`config.mk`:
```
export PLATFORM = sky130hd
export DESIGN_NAME = lcd_timing_ctrl
export DESIGN_NICKNAME = d
export VERILOG_FILES = /design/src/rtl/lcd_timing_ctrl.sv
export SDC_FILE = /design/constraint.sdc
export NUM_CORES = 1
export LEC_CHECK = 0
export BUFFER_PORTS_ARGS = -buffer_cell sky130_fd_sc_hd__buf_2
export CELL_PAD_IN_SITES_DETAIL_PLACEMENT = 1
export CELL_PAD_IN_SITES_GLOBAL_PLACEMENT = 1
export CORE_ASPECT_RATIO = 1.75
export CORE_UTILIZATION = 46
export DETAILED_ROUTE_END_ITERATION = 6
export GPL_TIMING_DRIVEN = 0
export MAX_ROUTING_LAYER = met4
export PLACE_DENSITY_LB_ADDON = 0.2
export SETUP_SLACK_MARGIN = 0.15
export SLEW_MARGIN = 10
export SYNTH_ARGS = -nofsm -noshare
export SYNTH_HDL_FRONTEND = slang
export SYNTH_SLANG_ARGS = --single-unit
```
`constraint.sdc`:
```
create_clock -name clk -period 6.7 [get_ports clk]
set_input_delay 2.01 -clock clk [delete_from_list [all_inputs] [get_ports clk]]
set_output_delay 2.01 -clock clk [all_outputs]
set_load 0.05 [all_outputs]
```
`src/rtl/lcd_timing_ctrl.sv`:
```
// Parallel-RGB LCD timing controller: divides the system clock into a pixel tick,
// scans (h,v) over the panel raster and drives HS/VS/DE/RGB plus a data-request port.
module lcd_timing_ctrl #(
  parameter int H_SYNC   = 41,
  parameter int H_BACK   = 2,
  parameter int H_DISP   = 480,
  parameter int H_FRONT  = 2,
  parameter int V_SYNC   = 10,
  parameter int V_BACK   = 2,
  parameter int V_DISP   = 272,
  parameter int V_FRONT  = 2,
  parameter int PCLK_DIV = 4,
  parameter int REQ_LAT  = 1,
  parameter int DATA_W   = 16
) (
  input  logic              clk,
  input  logic              rst_n,
  input  logic [1:0]        mode,
  input  logic [DATA_W-1:0] solid_color,
  input  logic              bl_en,
  input  logic [DATA_W-1:0] pixel_data,
  output logic              data_req,
  output logic [10:0]       pixel_xpos,
  output logic [10:0]       pixel_ypos,
  output logic              frame_start,
  output logic              lcd_clk,
  output logic              lcd_hs,
  output logic              lcd_vs,
  output logic              lcd_de,
  output logic [DATA_W-1:0] lcd_rgb,
  output logic              lcd_rst,
  output logic              lcd_blk
);

  localparam int H_TOTAL = H_SYNC + H_BACK + H_DISP + H_FRONT;
  localparam int V_TOTAL = V_SYNC + V_BACK + V_DISP + V_FRONT;
  localparam int H_ACT   = H_SYNC + H_BACK;
  localparam int V_ACT   = V_SYNC + V_BACK;
  localparam int BAR_W   = (H_DISP / 8 > 0) ? (H_DISP / 8) : 1;
  localparam int DIV_W   = (PCLK_DIV > 2) ? $clog2(PCLK_DIV) : 1;

  localparam int B_W = (DATA_W == 24) ? 8 : 5;
  localparam int G_W = (DATA_W == 24) ? 8 : 6;
  localparam int R_W = DATA_W - G_W - B_W;

  localparam logic [DIV_W-1:0] C_DIV_LAST = DIV_W'(PCLK_DIV - 1);
  localparam logic [DIV_W-1:0] C_DIV_HALF = DIV_W'(PCLK_DIV / 2);

  localparam logic [10:0] C_H_LAST  = 11'(H_TOTAL - 1);
  localparam logic [10:0] C_V_LAST  = 11'(V_TOTAL - 1);
  localparam logic [10:0] C_HS      = 11'(H_SYNC);
  localparam logic [10:0] C_VS      = 11'(V_SYNC);
  localparam logic [10:0] C_HA      = 11'(H_ACT);
  localparam logic [10:0] C_HE      = 11'(H_ACT + H_DISP);
  localparam logic [10:0] C_VA      = 11'(V_ACT);
  localparam logic [10:0] C_VE      = 11'(V_ACT + V_DISP);
  localparam logic [10:0] C_BAR_W   = 11'(BAR_W);
  localparam logic [10:0] C_REQ11   = 11'(REQ_LAT);
  localparam logic [11:0] C_HA12    = 12'(H_ACT);
  localparam logic [11:0] C_HE12    = 12'(H_ACT + H_DISP);
  localparam logic [11:0] C_REQ12   = 12'(REQ_LAT);

  typedef enum logic [1:0] {
    MODE_EXT   = 2'b00,
    MODE_BARS  = 2'b01,
    MODE_SOLID = 2'b10,
    MODE_CHECK = 2'b11
  } mode_e;

  // Bar index bits map directly onto the white..black sequence of primaries.
  function automatic logic [DATA_W-1:0] bar_color(input logic [2:0] bar);
    bar_color = {{R_W{~bar[1]}}, {G_W{~bar[2]}}, {B_W{~bar[0]}}};
  endfunction

  logic [DIV_W-1:0]  r_div;
  logic              r_lcd_clk;
  logic              r_frame_start;
  logic [10:0]       r_h;
  logic [10:0]       r_v;
  mode_e             r_mode_q;
  logic              r_hs;
  logic              r_vs;
  logic              r_de;
  logic [DATA_W-1:0] r_rgb;
  logic              r_data_req;
  logic [10:0]       r_xpos;
  logic [10:0]       r_ypos;
  logic              r_lcd_rst;
  logic              r_blk;
  logic              r_seen_origin;
  logic              r_blk_ok;

  logic              w_pix_ce;
  logic [DIV_W-1:0]  w_div_nxt;
  logic              w_at_origin;
  mode_e             w_mode_eff;
  logic              w_h_act;
  logic              w_v_act;
  logic [10:0]       w_x;
  logic [10:0]       w_y;
  logic [11:0]       w_hreq;
  logic [10:0]       w_xreq;
  logic              w_req;
  logic [10:0]       w_bar_q;
  logic [2:0]        w_bar;
  logic [DATA_W-1:0] w_rgb_nxt;
  logic [10:0]       w_h_nxt;
  logic [10:0]       w_v_nxt;
  logic              w_blk_allow;

  // Decode of the position about to be displayed on the next pixel tick.
  always_comb begin
    w_pix_ce = (r_div == C_DIV_LAST);
    if (w_pix_ce) begin
      w_div_nxt = '0;
    end else begin
      w_div_nxt = r_div + DIV_W'(1);
    end

    w_at_origin = (r_h == 11'd0) && (r_v == 11'd0);
    if (w_at_origin) begin
      w_mode_eff = mode_e'(mode);
    end else begin
      w_mode_eff = r_mode_q;
    end

    w_h_act = (r_h >= C_HA) && (r_h < C_HE);
    w_v_act = (r_v >= C_VA) && (r_v < C_VE);
    w_x     = r_h - C_HA;
    w_y     = r_v - C_VA;

    w_hreq  = {1'b0, r_h} + C_REQ12;
    w_xreq  = r_h + C_REQ11 - C_HA;
    w_req   = (w_mode_eff == MODE_EXT) && w_v_act &&
              (w_hreq >= C_HA12) && (w_hreq < C_HE12);

    w_bar_q = w_x / C_BAR_W;
    if (w_bar_q > 11'd7) begin
      w_bar = 3'd7;
    end else begin
      w_bar = w_bar_q[2:0];
    end

    w_rgb_nxt = '0;
    if (w_h_act && w_v_act) begin
      case (w_mode_eff)
        MODE_EXT:   w_rgb_nxt = pixel_data;
        MODE_BARS:  w_rgb_nxt = bar_color(w_bar);
        MODE_SOLID: w_rgb_nxt = solid_color;
        MODE_CHECK: w_rgb_nxt = (w_x[3] ^ w_y[3]) ? '0 : {DATA_W{1'b1}};
        default:    w_rgb_nxt = '0;
      endcase
    end else begin
      w_rgb_nxt = '0;
    end

    if (r_h == C_H_LAST) begin
      w_h_nxt = 11'd0;
      if (r_v == C_V_LAST) begin
        w_v_nxt = 11'd0;
      end else begin
        w_v_nxt = r_v + 11'd1;
      end
    end else begin
      w_h_nxt = r_h + 11'd1;
      w_v_nxt = r_v;
    end

    // Backlight stays dark until the second frame has begun.
    w_blk_allow = r_blk_ok || (w_at_origin && r_seen_origin);
  end

  // Pixel-tick divider; lcd_clk is low for the first half of each tick.
  always_ff @(posedge clk or negedge rst_n) begin
    if (!rst_n) begin
      r_div         <= '0;
      r_lcd_clk     <= 1'b0;
      r_frame_start <= 1'b0;
    end else begin
      r_div         <= w_div_nxt;
      r_lcd_clk     <= (w_div_nxt >= C_DIV_HALF);
      r_frame_start <= w_pix_ce && w_at_origin;
    end
  end

  // Raster scan and all panel/request outputs, advanced once per pixel tick.
  always_ff @(posedge clk or negedge rst_n) begin
    if (!rst_n) begin
      r_h           <= 11'd0;
      r_v           <= 11'd0;
      r_mode_q      <= MODE_EXT;
      r_hs          <= 1'b1;
      r_vs          <= 1'b1;
      r_de          <= 1'b0;
      r_rgb         <= '0;
      r_data_req    <= 1'b0;
      r_xpos        <= 11'd0;
      r_ypos        <= 11'd0;
      r_lcd_rst     <= 1'b0;
      r_blk         <= 1'b0;
      r_seen_origin <= 1'b0;
      r_blk_ok      <= 1'b0;
    end else if (w_pix_ce) begin
      r_h        <= w_h_nxt;
      r_v        <= w_v_nxt;
      r_mode_q   <= w_mode_eff;
      r_hs       <= !(r_h < C_HS);
      r_vs       <= !(r_v < C_VS);
      r_de       <= w_h_act && w_v_act;
      r_rgb      <= w_rgb_nxt;
      r_data_req <= w_req;
      r_xpos     <= w_req ? w_xreq : 11'd0;
      r_ypos     <= w_req ? w_y : 11'd0;
      r_lcd_rst  <= 1'b1;
      r_blk      <= bl_en && w_blk_allow;
      if (w_at_origin) begin
        r_seen_origin <= 1'b1;
        r_blk_ok      <= r_seen_origin;
      end
    end
  end

  assign lcd_clk     = r_lcd_clk;
  assign frame_start = r_frame_start;
  assign lcd_hs      = r_hs;
  assign lcd_vs      = r_vs;
  assign lcd_de      = r_de;
  assign lcd_rgb     = r_rgb;
  assign data_req    = r_data_req;
  assign pixel_xpos  = r_xpos;
  assign pixel_ypos  = r_ypos;
  assign lcd_rst     = r_lcd_rst;
  assign lcd_blk     = r_blk;

endmodule

```
# Word level (Yosys, flattened, before mapping)
# Cells that the tools add are included.
# Widths: inputs -> output; s select.
# word_totals
inputBits	37
ff_bits	74
elab_cells	73
# op_classes
magnitude_cmp	10
div	1
n_eq_ne	6
n_mux	10
reduce_logical	18
bitwise_logic	4
add_sub_neg	7
# op_table
cell	count
$pmux 16 s4	1
$mux 11	4
$mux 16	2
$add 11x1->11 const B	2
$logic_not 11->1	2
$sub 11x6->11 const B	2
$add 11x1->12 const B	1
$ge 12x6->1 const B	1
$lt 12x10->1 const B	1
$div 11x6->11 const B	1
$eq 11x10->1 const B	1
$eq 11x9->1 const B	1
$ge 11x4->1 const B	1
$ge 11x6->1 const B	1
$gt 11x3->1 const B	1
$lt 11x10->1 const B	1
$lt 11x4->1 const B	1
$lt 11x6->1 const B	1
$lt 11x9->1 const B	1
$sub 11x4->11 const B	1
$logic_and 1x1->1	10
$eq 2x2->1 const B	3
$mux 2	2
$reduce_and 2->1	2
9 further kinds	12

# Longest topological paths before layout
# Gate-level depths: netlist (run 1).
# logic_depth
depth_word	8
depth_mapped	14
mapped_depth_nobuf	11

# Worst setup path after synthesis (run 1)
# No wires, ideal clock.
# synth_timing
kind	input port to flip-flop
from	input mode[1]
to	register r_rgb[0] (netlist: lcd_rgb[0])
setup_time_ns	0.090
t_arrival_ns	3.368
required_ns	6.610
n_path_buf	0
setup_slack_ns	3.242
path_stages	7
path_cell_list	nor4b_2 o21ai_1 a211o_1 a211o_1 nor4_4 o31ai_1 o2111ai_1
# synth_via
elab_chain_cells	4
word_cells_on_any_way	7
classes_between	eq/ne (3); mux (3); reduce/logical (1)
# synth_lines
item	line_no	source
start, declared	18	input logic [1:0] mode,
$mux 2 (*)	121	if (w_at_origin) begin
$eq 2x2->1 (tied with other cells)	146	case (w_mode_eff)
$pmux 16 s4 (*)	146	
$mux 16 (*)	145	if (w_h_act && w_v_act) begin
end signal, assigned	210	r_rgb <= w_rgb_nxt;
end, declared	84	logic [DATA_W-1:0] r_rgb;
# Mark *: on every way between the ends. The rest lies on a longest branch, timed or not.
# A chain may end at the register's enable or synchronous reset.

# Worst setup path after layout (run 1)
# layout_timing
from	register r_h[2]
to	register r_rgb[11] (netlist: lcd_rgb[11])
# layout_via
elab_chain_cells	7
word_cells_on_any_way	20
classes_between	add/sub (1); div (1); order compare (3); eq/ne (3); mux (5); bitwise (2); reduce/logical (5)
# layout_lines
item	line_no	source
start, declared	78	logic [10:0] r_h;
start signal, assigned	204	r_h <= w_h_nxt;
$sub 11x6->11	129	w_x = r_h - C_HA;
$div 11x6->11	137	w_bar_q = w_x / C_BAR_W;
$gt 11x3->1	138	if (w_bar_q > 11'd7) begin
$mux 3	138	
$not 1->1	72	bar_color = {{R_W{~bar[1]}}, {G_W{~bar[2]}}, {B_W{~bar[0]}}};
$pmux 16 s4	146	
$mux 16 (*)	145	
# Marked as above.

==> flow_summary_export.csv, run 1 <==
group,metric,value,unit
logic_synthesis,synth-main-ff-cell,"dfrtp_1",
logic_synthesis,syn-mean-instance-area,8.47,µm²
die,design.core.area,10800,µm²
timing,drv_slew,0,
power_and_ir_drop,powerDensity,165,nW/µm²
global_route,antenna_found_initial,0,
die,area_of_the_die,11500,µm²
logic_synthesis,synth-edff-count,0,
power_and_ir_drop,power.share.combinational,4.6,%
timing,finalSetupTns,0,ns
final_layout,final_net_count,745,
setup_path,end_kind,"register",
clock_network,worst_setup_hold_path_clk_slew,0.06,ns
clock_network,clk-insertion-delay-late,0.34,ns
die,initial_core_util,47.3,%
timing,fmax,234,MHz
clock_network,cts-htree-levels,3,
clock_network,post_cts_hold_buffer_count,0,
logic_synthesis,ys_top_cells_by_count,"71 x dfrtp_1, 65 x nand2_1, 39 x o21ai_0, 35 x inv_1, 32 x nor2_1",
clock_network,post-cts-setup-buffer-count,0,
power_and_ir_drop,ir_drop,136,µV
global_route,vias_in_the_first_global_route,5553,
job,drv.max_cap_violation_count,0,
logic_synthesis,syn_area,5090,µm²
timing,rsz0062_at_grt,"no",
setup_path,reg_to_reg_critical_path_startpoint,"r_h[2]$_DFFE_PN0P_",
timing,fin_skew,0.00977,ns
power_and_ir_drop,p_int,0.000760,W
timing,hold_slack,0.439,ns
global_route,pin_count_of_the_biggest_net_entering_global_routing,40,
setup_path,crit_required,6.92,ns
global_route,grt-ovfl-total,0,
logic_synthesis,dominant_cell_by_count_in_the_synthesized_netlist,"dfrtp_1",
setup_path,ff2ff_path_depth,13,
global_route,grt_first_pass_wirelength,27600,µm
logic_synthesis,synth.ff_latch_count,73,
logic_synthesis,synthesis.nets,651,
logic_synthesis,post-synth-top-area-cell,"dfrtp_1",
timing,report.final.setup_viol,0,
clock_network,cts_tree,"yes",
logic_synthesis,netlist-cell-type-count,71,
logic_synthesis,post-synth-top-area-fraction,34.9,%
clock_network,ctsLongestPathBuffers,2,
power_and_ir_drop,p_switching,0.000229,W
power_and_ir_drop,share_seq_of_total_power,44.7,%
timing,tightest_slew,0.930,ns
timing,final_hold_viols,0,
final_layout,fillers,1345,
setup_path,endpoint,"lcd_rgb[11]$_DFFE_PN0P_",
logic_synthesis,synth_sequential_area_ratio,35.9,%
power_and_ir_drop,sw_frac_of_total,23.1,%
placement,gp_congestion,0.945,
clock_network,number_of_buffers_created_by_cts,9,
detailed_routing,drt_wl_total,17500,µm
detailed_routing,detail-route-antenna-nets,0,
timing,finalWorstPathRequiredPeriod,4.27,ns
detailed_routing,route.detailed.vias_per_inst,6.15,
power_and_ir_drop,power.share.clock,50.7,%
clock_network,clockRootBuffer,"clkbuf_16",
final_layout,flow.area_growth_from_synthesis,17.7,%
logic_synthesis,yosys_warnings,0,
outcome,outcome,"complete, no violations",
clock_network,cts.sinks,73,
placement,hpwl_after_dpl,13000,µm
setup_path,critical_path.max_fanout,10,
timing,maxSlewHeadroom,37.5,%
logic_synthesis,synth-async-reset-ratio,100,%
die,floorplan.die.width,81.5,µm
setup_path,reg2reg_slack,2.43,ns
detailed_routing,remaining_drc_errors,0,
logic_synthesis,postSynthCellCount,601,
die,placementRows,50,
final_layout,postLayoutCoreUtil,55.7,%
setup_path,arrival,4.49,ns
final_layout,insertedDiodeCount,0,
clock_network,post_cts_resize_count,0,
detailed_routing,detail_route.iter0.violations,253,
final_layout,fraction_of_final_layout_cells_with_drive_strength_greater_than_1,19.7,%
global_route,globalRouteTotalUtil,33.2,%
detailed_routing,dr.pass1.iters,6,
setup_path,setup.worst_path.start,"r_h[2]$_DFFE_PN0P_",
setup_path,timing_worst_setup_path_type,"register to register",
setup_path,start_kind,"register",
detailed_routing,vias,5101,
die,io-pin-count,83,
detailed_routing,routedWlPerCell,21.1,µm
min_path,hold_path_class,"register to register",
setup_path,r2r_end,"lcd_rgb[11]$_DFFE_PN0P_",
timing,part_of_the_cycle_the_worst_path_needs,63.8,%
placement,buffer_ports.inserted,82,
power_and_ir_drop,power.leakage,2.74,nW
logic_synthesis,netlist_top_cells_area,"dfrtp_1 35%, xnor2_1 4.8%, nand2_1 4.8%",
die,chipHeight,141,µm
==> metal layers <==
| metal | vias up | global-route usage (%) | part of all wire [%] |
|---|---|---|---|
| li1 | 2352 | - | - |
| met2 | 152 | 61.0 | 56 |
| met4 | 0 | 20.5 | 5.4 |
| met1 | 2539 | 30.3 | 34 |
| met3 | 58 | 5.50 | 3.6 |
| met5 | - | - | 0 |
==> layout by cell type, fill, tap and decap left out, drive strengths merged, types with 15 or more instances in the layout <==
| cell | count |
|---|---|
| nand2b | 22 |
| dfrtp | 71 |
| nand2 | 65 |
| o21ai | 44 |
| nand3 | 21 |
| clkbuf | 36 |
| buf | 98 |
| o22ai | 29 |
| nor2 | 32 |
| inv | 37 |
| a21oi | 24 |
| xnor2 | 28 |
| nor3 | 15 |
==> logic make-up after synthesis <==
group	Yosys count	synth area share [%]
xor+xnor	37	6.37
fa+ha+maj	14	3.39
mux	6	1.23
flops	73	35.9
simple gates	223	23.2
compound gates	172	23.8
buf+inv	76	6.05
==> through the flow <==
step                      cell area (µm²)  worst slack (ns)  instances  total power, W
after global placement               5660              2.59        813        0.000492
final                                5990              2.43        830        0.000989
after global routing                 5990              2.10        830         0.00101
after CTS                            5990              2.50        830        0.000997
after detailed placement             5690              2.52        814        0.000496
after floorplan                      5090              3.24        601        0.000469
==> critical path, stage by stage, from the launching register on <==
cell and delay, ns:
dfrtp_1 0.35, clkbuf_1 0.37, buf_2 0.31, inv_1 0.18, ha_1 0.26, a21oi_2 0.38, o21ai_1 0.24, o211a_1 0.39
and3_1 0.21, a32o_1 0.24, nor4_2 0.42, and3_4 0.32, o21ai_0 0.11, a221o_1 0.37
==> registers in the layout, indices dropped and copies added (netlist names) <==
signal	cells
r_seen_origin	1
r_h	11
lcd_de	1
frame_start	1
lcd_rst	1
data_req	1
lcd_blk	1
lcd_vs	1
r_blk_ok	1
r_div	2
r_v	11
lcd_hs	1
lcd_rgb	16
r_mode_q	2
pixel_ypos	11
pixel_xpos	11
==> power groups by stage <==
stage	clock, W	sequential [W]	combinational, W
floorplan	0	0.000450	0.0000187
global placement	0	0.000450	0.0000423
detailed placement	0	0.000450	0.0000456
CTS	0.000510	0.000442	0.0000459
global route	0.000522	0.000442	0.0000506
finish	0.000501	0.000442	0.0000453
==> how the worst min path moves through the flow <==
stage | end | startpoint | cells after the start
global placement | r_div[0]$_DFF_PN0_ | r_div[0]$_DFF_PN0_ | 1
global route | r_div[0]$_DFF_PN0_ | r_div[0]$_DFF_PN0_ | 1
detailed placement | r_div[0]$_DFF_PN0_ | r_div[0]$_DFF_PN0_ | 1
floorplan | r_div[0]$_DFF_PN0_ | r_div[0]$_DFF_PN0_ | 1
finish | r_div[0]$_DFF_PN0_ | r_div[0]$_DFF_PN0_ | 1
CTS | r_div[0]$_DFF_PN0_ | r_div[0]$_DFF_PN0_ | 1
==> layout make-up <==
cell class / instances / area (µm²) / share of cell area (%)
clock inverter: 5 / 62.6 / 1.04
sequential: 73 / 1830 / 30.5
timing repair buffer: 83 / 433 / 7.22
tap: 130 / 163 / 2.71
clock buffer: 11 / 243 / 4.05
inverter: 36 / 135 / 2.26
buffer: 40 / 173 / 2.88
multi-input combinational: 452 / 2950 / 49.3
Power figures use the tool's default switching activity.
==> inputs of run 2 (changes only) <==
--- a/config.mk
+++ b/config.mk
@@ -5,11 +5,12 @@
 export SDC_FILE = /design/constraint.sdc
 export NUM_CORES = 1
 export LEC_CHECK = 0
+export ABC_AREA = 1
 export BUFFER_PORTS_ARGS = -buffer_cell sky130_fd_sc_hd__buf_2
 export CELL_PAD_IN_SITES_DETAIL_PLACEMENT = 1
 export CELL_PAD_IN_SITES_GLOBAL_PLACEMENT = 1
 export CORE_ASPECT_RATIO = 1.75
-export CORE_UTILIZATION = 46
+export CORE_UTILIZATION = 41
 export DETAILED_ROUTE_END_ITERATION = 6
 export GPL_TIMING_DRIVEN = 0
 export MAX_ROUTING_LAYER = met4
==> constraint.sdc (replaced) <==
create_clock -name clk -period 4.1 [get_ports clk]
set_input_delay 1.23 -clock clk [delete_from_list [all_inputs] [get_ports clk]]
set_output_delay 1.23 -clock clk [all_outputs]
set_load 0.05 [all_outputs]
==> run 2 against run 1 <==
Fmax rose by 23%. Count of clock-buffer cells in the layout did not move. Critical path depth fell by 1. Worst setup slack got worse by 1.8 ns. Register-to-register slack got worse by 1.8 ns. Area after synthesis fell by 7.3%. Power rose by 67%. Cell count rose by 6.1%. Highest routed layer unchanged.
==> flow_summary_export.csv, run 2 <==
group,metric,value,unit
logic_synthesis,yosys_warnings,0,
logic_synthesis,dominant_cell_by_count_in_the_synthesized_netlist,"nand2_1",
setup_path,crit_required,4.29,ns
detailed_routing,detail_route.iter0.violations,85,
placement,hpwl_after_dpl,11700,µm
die,chipHeight,144,µm
final_layout,layout_common_cells,"192 x nand2_1, 83 x buf_2, 79 x inv_1",
clock_network,clk-insertion-delay-late,0.34,ns
logic_synthesis,postSynthCellCount,650,
clock_network,cts_tree,"yes",
detailed_routing,drt_wl_total,14800,µm
final_layout,fillers,1462,
detailed_routing,vias,4665,
logic_synthesis,synth-edff-count,0,
die,placementRows,51,
power_and_ir_drop,ir_drop,223,µV
min_path,hold_path_startpoint,"r_div[0]$_DFF_PN0_",
die,initial_core_util,42.2,%
global_route,globalRouteTotalUtil,26.4,%
detailed_routing,route.detailed.vias_per_inst,5.30,
logic_synthesis,post-synth-top-area-fraction,37.7,%
clock_network,ctsLongestPathBuffers,2,
logic_synthesis,synth-async-reset-ratio,100,%
setup_path,arrival,3.66,ns
power_and_ir_drop,power.leakage,3.17,nW
final_layout,insertedDiodeCount,0,
logic_synthesis,synth.ff_latch_count,73,
logic_synthesis,syn-mean-instance-area,7.26,µm²
logic_synthesis,synth-main-ff-cell,"dfrtp_1",
logic_synthesis,netlist_top_cells_area,"dfrtp_1 38%, nand2_1 15%, inv_1 6.3%",
global_route,antenna_found_initial,0,
timing,maxSlewHeadroom,53.2,%
global_route,grt-ovfl-total,0,
timing,rsz0062_at_grt,"no",
final_layout,final_net_count,794,
setup_path,timing_worst_setup_path_type,"register to register",
final_layout,flow.area_growth_from_synthesis,19.7,%
timing,drv_slew,0,
power_and_ir_drop,powerDensity,293,nW/µm²
die,io-pin-count,83,
setup_path,start_kind,"register",
die,floorplan.die.width,83.1,µm
global_route,vias_in_the_first_global_route,4969,
timing,part_of_the_cycle_the_worst_path_needs,84.6,%
setup_path,setup.worst_path.start,"r_v[6]$_DFFE_PN0P_",
timing,fin_skew,0.00849,ns
setup_path,end_kind,"register",
outcome,outcome,"complete, no violations",
clock_network,number_of_buffers_created_by_cts,9,
logic_synthesis,synthesis.nets,700,
final_layout,layout_commonest_cell,"nand2_1",
placement,detailedPlace.worstSlack,0.642,ns
clock_network,cts.sinks,73,
logic_synthesis,syn_area,4720,µm²
clock_network,cts-htree-levels,3,
global_route,pin_count_of_the_biggest_net_entering_global_routing,58,
clock_network,post_cts_resize_count,0,
logic_synthesis,ys_top_cells_by_count,"192 x nand2_1, 79 x inv_1, 71 x dfrtp_1, 56 x o21ai_0, 47 x nor2_1",
logic_synthesis,post-synth-top-area-cell,"dfrtp_1",
clock_network,worst_setup_hold_path_clk_slew,0.06,ns
clock_network,post_cts_hold_buffer_count,0,
clock_network,post-cts-setup-buffer-count,0,
clock_network,clockRootBuffer,"clkbuf_16",
job,drv.max_cap_violation_count,0,
timing,report.final.setup_viol,0,
final_layout,largest_reg_flops,16,
placement,buffer_ports.inserted,82,
timing,tightest_slew,0.702,ns
placement,gp_congestion,0.947,
timing,finalSetupTns,0,ns
timing,fmax,288,MHz
timing,final_critical_path_setup_slack,0.631,ns
setup_path,critical_path.max_fanout,10,
logic_synthesis,netlist-cell-type-count,47,
logic_synthesis,synth_sequential_area_ratio,38.8,%
detailed_routing,dr.pass1.iters,4,
setup_path,reg_to_reg_critical_path_startpoint,"r_v[6]$_DFFE_PN0P_",
timing,final_hold_viols,0,
detailed_routing,routedWlPerCell,16.8,µm
global_route,grt_first_pass_wirelength,24300,µm
detailed_routing,remaining_drc_errors,0,
detailed_routing,detail-route-antenna-nets,0,
die,design.core.area,11200,µm²
timing,finalWorstPathRequiredPeriod,3.47,ns
die,area_of_the_die,12000,µm²
final_layout,fraction_of_final_layout_cells_with_drive_strength_greater_than_1,21.0,%
min_path,hold_path_class,"register to register",
## run 2: per-layer routing
layer,wire [µm],GRT usage [%]
met5,0,-
met4,464,9.80
met3,518,4.37
met2,8440,51.7
met1,5370,25.8
## run 2: through the flow
| step | hold WS, ns | cell area (µm²) | total power, W | util [%] | std cells |
|---|---|---|---|---|---|
| finish | 0.425 | 5650 | 0.00165 | 50.6 | 881 |
| global route | 0.467 | 5650 | 0.00170 | 50.6 | 881 |
| CTS | 0.429 | 5650 | 0.00167 | 50.6 | 881 |
| detailed placement | 0.423 | 5320 | 0.000803 | 47.7 | 865 |
| global placement | 0.420 | 5290 | 0.000798 | 47.4 | 864 |
| floorplan | 0.401 | 4720 | 0.000760 | - | 650 |
## run 2: worst max-delay path, stage by stage, from the launching register on
cell and delay [ns]:
dfrtp_1 0.37, clkbuf_1 0.21, nor2_1 0.28, nand3_1 0.18, nor3_2 0.33, nand4_1 0.36, o21ai_0 0.44, nor2_1 0.11
inv_1 0.22, nor2_1 0.09, o221ai_1 0.17, clkbuf_1 0.40, o21ai_0 0.16
## run 2: power breakdown
group           total, W  switching (W)  internal [W]
logic          0.0000664      0.0000404     0.0000259
registers       0.000722    0.000000531      0.000722
clock network   0.000865       0.000316      0.000549
total            0.00165       0.000357       0.00130
## run 2: cells by family after synthesis
| logic type | synth area share [%] |
|---|---|
| simple gates | 31.9 |
| buf+inv | 9.79 |
| compound gates | 11.6 |
| fa+ha+maj | 3.45 |
| flops | 38.8 |
| xor+xnor | 4.46 |
## run 2: path summary, 6_finish.rpt
kind	end	cells after the start	slack [ns]
hold reg to reg	r_div[0]$_DFF_PN0_	1	0.42
max in group asynchronous	r_blk_ok$_DFFE_PN0P_	2	2.76
min in group asynchronous	r_h[9]$_DFFE_PN0P_	1	0.76
hold / removal	r_div[0]$_DFF_PN0_	1	0.42
setup / recovery	pixel_xpos[4]$_DFFE_PN0P_	12	0.63
setup reg to reg	pixel_xpos[4]$_DFFE_PN0P_	12	0.63
## run 2: area by class of cell
type	instances	area, µm²	area share [%]
Buffer	19	125	2.22
Clock buffer	11	243	4.30
Tap cell	132	165	2.93
Inverter	89	337	5.96
Clock inverter	5	80.1	1.42
Timing Repair Buffer	83	440	7.80
Sequential cell	73	1830	32.4
Multi-Input combinational cell	469	2430	43.0
==> inputs of run 3 (changes only) <==
--- a/config.mk
+++ b/config.mk
@@ -10,7 +10,7 @@
 export CELL_PAD_IN_SITES_DETAIL_PLACEMENT = 1
 export CELL_PAD_IN_SITES_GLOBAL_PLACEMENT = 1
 export CORE_ASPECT_RATIO = 1.75
-export CORE_UTILIZATION = 41
+export CORE_UTILIZATION = 37
 export DETAILED_ROUTE_END_ITERATION = 6
 export GPL_TIMING_DRIVEN = 0
 export MAX_ROUTING_LAYER = met4
==> constraint.sdc (replaced) <==
create_clock -name clk -period 3.1 [get_ports clk]
set_input_delay 0.93 -clock clk [delete_from_list [all_inputs] [get_ports clk]]
set_output_delay 0.93 -clock clk [all_outputs]
set_load 0.05 [all_outputs]
==> run 3 against run 2 <==
Global-route usage down 1.1 points. Cell count up 6.6%. Final area up 9.4%. Largest cell class unchanged. Via count up 1.1%. Highest routed layer unchanged. Die area up 11%. Wire length up 7.0%. Sequential power up 32%.
==> flow_summary_export.csv, run 3 (synthesized netlist as in run 2, its figures left out) <==
group,metric,value,unit
setup_path,r2r_end,"lcd_rgb[2]$_DFFE_PN0P_",
min_path,hold_path_startpoint,"r_div[0]$_DFF_PN0_",
detailed_routing,wl_met2,9120,µm
clock_network,cts_tree,"yes",
final_layout,final_net_count,816,
setup_path,critical_path.most_common_cell,"nand2_4",
timing,report.final.setup_viol,0,
setup_path,arrival,3.24,ns
global_route,grt_first_pass_wirelength,24500,µm
job,drv.max_cap_violation_count,0,
clock_network,worst_setup_hold_path_clk_slew,0.06,ns
timing,drv_slew,0,
min_path,hold_path_class,"register to register",
die,chipHeight,151,µm
clock_network,number_of_buffers_created_by_cts,9,
setup_path,start_kind,"register",
setup_path,crit_required,3.32,ns
min_path,whs_endpoint,"r_div[0]$_DFF_PN0_",
timing,part_of_the_cycle_the_worst_path_needs,97.4,%
timing,maxSlewHeadroom,56.7,%
die,area_of_the_die,13200,µm²
power_and_ir_drop,power.leakage,3.35,nW
setup_path,crit_path_top_delay_cell,"dfrtp_1",
setup_path,critical_path.max_fanout,5,
setup_path,path_delay_family,"simple AND/OR/NAND/NOR gates",
final_layout,fillers,1638,
detailed_routing,dr.pass1.iters,5,
die,floorplan.die.width,87.4,µm
timing,finalWorstPathRequiredPeriod,3.02,ns
final_layout,layout_common_cells,"168 x nand2_1, 83 x buf_2, 76 x inv_1",
final_layout,largest_reg_flops,16,
detailed_routing,vias,4717,
clock_network,clk-insertion-delay-late,0.34,ns
placement,gp_congestion,0.917,
setup_path,cpPeakStageDelay,0.42,ns
outcome,outcome,"complete, no violations",
timing,final_hold_viols,0,
detailed_routing,route.detailed.vias_per_inst,5.02,
die,initial_core_util,37.9,%
timing,final_critical_path_setup_slack,0.0802,ns
die,design.core.area,12400,µm²
timing,tightest_slew,0.647,ns
setup_path,reg2reg_slack,0.08,ns
timing,hold_slack,0.426,ns
detailed_routing,top_layer_used,"met4",
placement,detailedPlace.worstSlack,-0.310,ns
power_and_ir_drop,powerDensity,331,nW/µm²
min_path,min_path_cells,1,
setup_path,timing_worst_setup_path_type,"register to register",
detailed_routing,drt_wl_total,15800,µm
global_route,globalRouteTotalUtil,25.3,%
clock_network,post_cts_hold_buffer_count,0,
placement,hpwl_after_dpl,12200,µm
die,placementRows,54,
final_layout,insertedDiodeCount,0,
setup_path,ff2ff_path_depth,28,
global_route,grt-ovfl-total,0,
global_route,vias_in_the_first_global_route,4930,
detailed_routing,remaining_drc_errors,0,
clock_network,clockRootBuffer,"clkbuf_16",
power_and_ir_drop,power.total,0.00204,W
setup_path,end_kind,"register",
clock_network,cts-htree-levels,3,
timing,rsz0062_at_grt,"yes",
global_route,pin_count_of_the_biggest_net_entering_global_routing,55,
final_layout,layout_commonest_cell,"nand2_1",
global_route,antenna_found_initial,0,
die,io-pin-count,83,
clock_network,cts.sinks,73,
detailed_routing,dr_wl_met3,421,µm
final_layout,flow.area_growth_from_synthesis,30.9,%
power_and_ir_drop,ir_drop,430,µV
detailed_routing,detail-route-antenna-nets,0,
detailed_routing,detail_route.wirelength.met1,5700,µm
timing,fin_skew,0.0101,ns
clock_network,ctsLongestPathBuffers,2,
detailed_routing,detail_route.iter0.violations,139,
final_layout,fraction_of_final_layout_cells_with_drive_strength_greater_than_1,30.7,%
timing,fmax,331,MHz
setup_path,cp.buffers_inverters,2,
setup_path,reg_to_reg_critical_path_startpoint,"r_h[2]$_DFFE_PN0P_",
detailed_routing,routedWlPerCell,16.9,µm
placement,buffer_ports.inserted,82,
==> run 3: cell types whose count changed in the layout (fill, tap and decap cells not counted), sizes merged <==
cell | previous run | this run
dlymetal6s2s | 1 | 0
clkbuf | 23 | 26
clkinvlp | 2 | 1
inv | 88 | 89
clkinv | 2 | 3
buf | 89 | 110
bufinv | 2 | 0
==> run 3: how the worst max path moves through the flow <==
| stage | depth (start not counted) | start | end | slack [ns] |
|---|---|---|---|---|
| after floorplan | 29 | r_h[2]$_DFFE_PN0P_ | lcd_rgb[0]$_DFFE_PN0P_ | 0.40 |
| after global placement | 12 | r_v[6]$_DFFE_PN0P_ | pixel_xpos[2]$_DFFE_PN0P_ | -0.21 |
| after detailed placement | 12 | r_v[6]$_DFFE_PN0P_ | pixel_xpos[2]$_DFFE_PN0P_ | -0.31 |
| after CTS | 25 | r_h[1]$_DFFE_PN0P_ | lcd_rgb[2]$_DFFE_PN0P_ | 0.1 |
| after global routing | 27 | r_h[2]$_DFFE_PN0P_ | lcd_rgb[2]$_DFFE_PN0P_ | -0.15 |
| final | 28 | r_h[2]$_DFFE_PN0P_ | lcd_rgb[2]$_DFFE_PN0P_ | 0.08 |
==> run 3: report_power, final <==
group	internal [W]	switching, W	total (W)
clock	0.000586	0.000414	0.00100
sequential	0.000954	0.000000784	0.000955
combinational	0.0000339	0.0000551	0.0000890
==> run 3: per-layer routing <==
metal	track usage, %	up-vias
met1	24.2	2277
met5	-	-
met3	3.54	42
met2	49.0	100
li1	-	2298
met4	11.2	0
==> run 3: worst register-to-register path: cells and delay by family (launching register included) <==
kind                       cells  cell delay [ns]
adders and majority gates      1             0.14
and+or+nand+nor               23             1.80
DFF                            1             0.42
buffers and inverters          2             0.16
AOI/OAI and AO/OA              2             0.40
==> run 3: final cells by class <==
type	count	area, µm²	area share [%]
buffer	19	130	2.11
clock buffer	12	256	4.15
clock inverter	4	26.3	0.426
inverter	89	347	5.61
multi-input combinational	469	2770	44.8
sequential	73	1830	29.7
tap	168	210	3.40
timing repair buffer	105	606	9.81
==> run 3: through the flow <==
| stage | utilization, % | std cells | instance area [µm²] | TNS [ns] |
|---|---|---|---|---|
| 2_1_floorplan | - | 650 | 4720 | 0 |
| 3_3_place_gp | 42.9 | 900 | 5340 | -3.23 |
| 3_5_place_dp | 43.2 | 901 | 5370 | -6.75 |
| 4_1_cts | 47.5 | 928 | 5900 | 0 |
| 5_1_grt | 49.7 | 939 | 6170 | -1.22 |
| 6_report | 49.7 | 939 | 6170 | 0 |
==> run 3: what timing repair did <==
| item | CTS | global route |
|---|---|---|
| pin swaps | 15 | 29 |
| resized for setup | 45 | 59 |
| setup buffers | 11 | 11 |
| endpoints found under the setup margin | 38 | 40 |
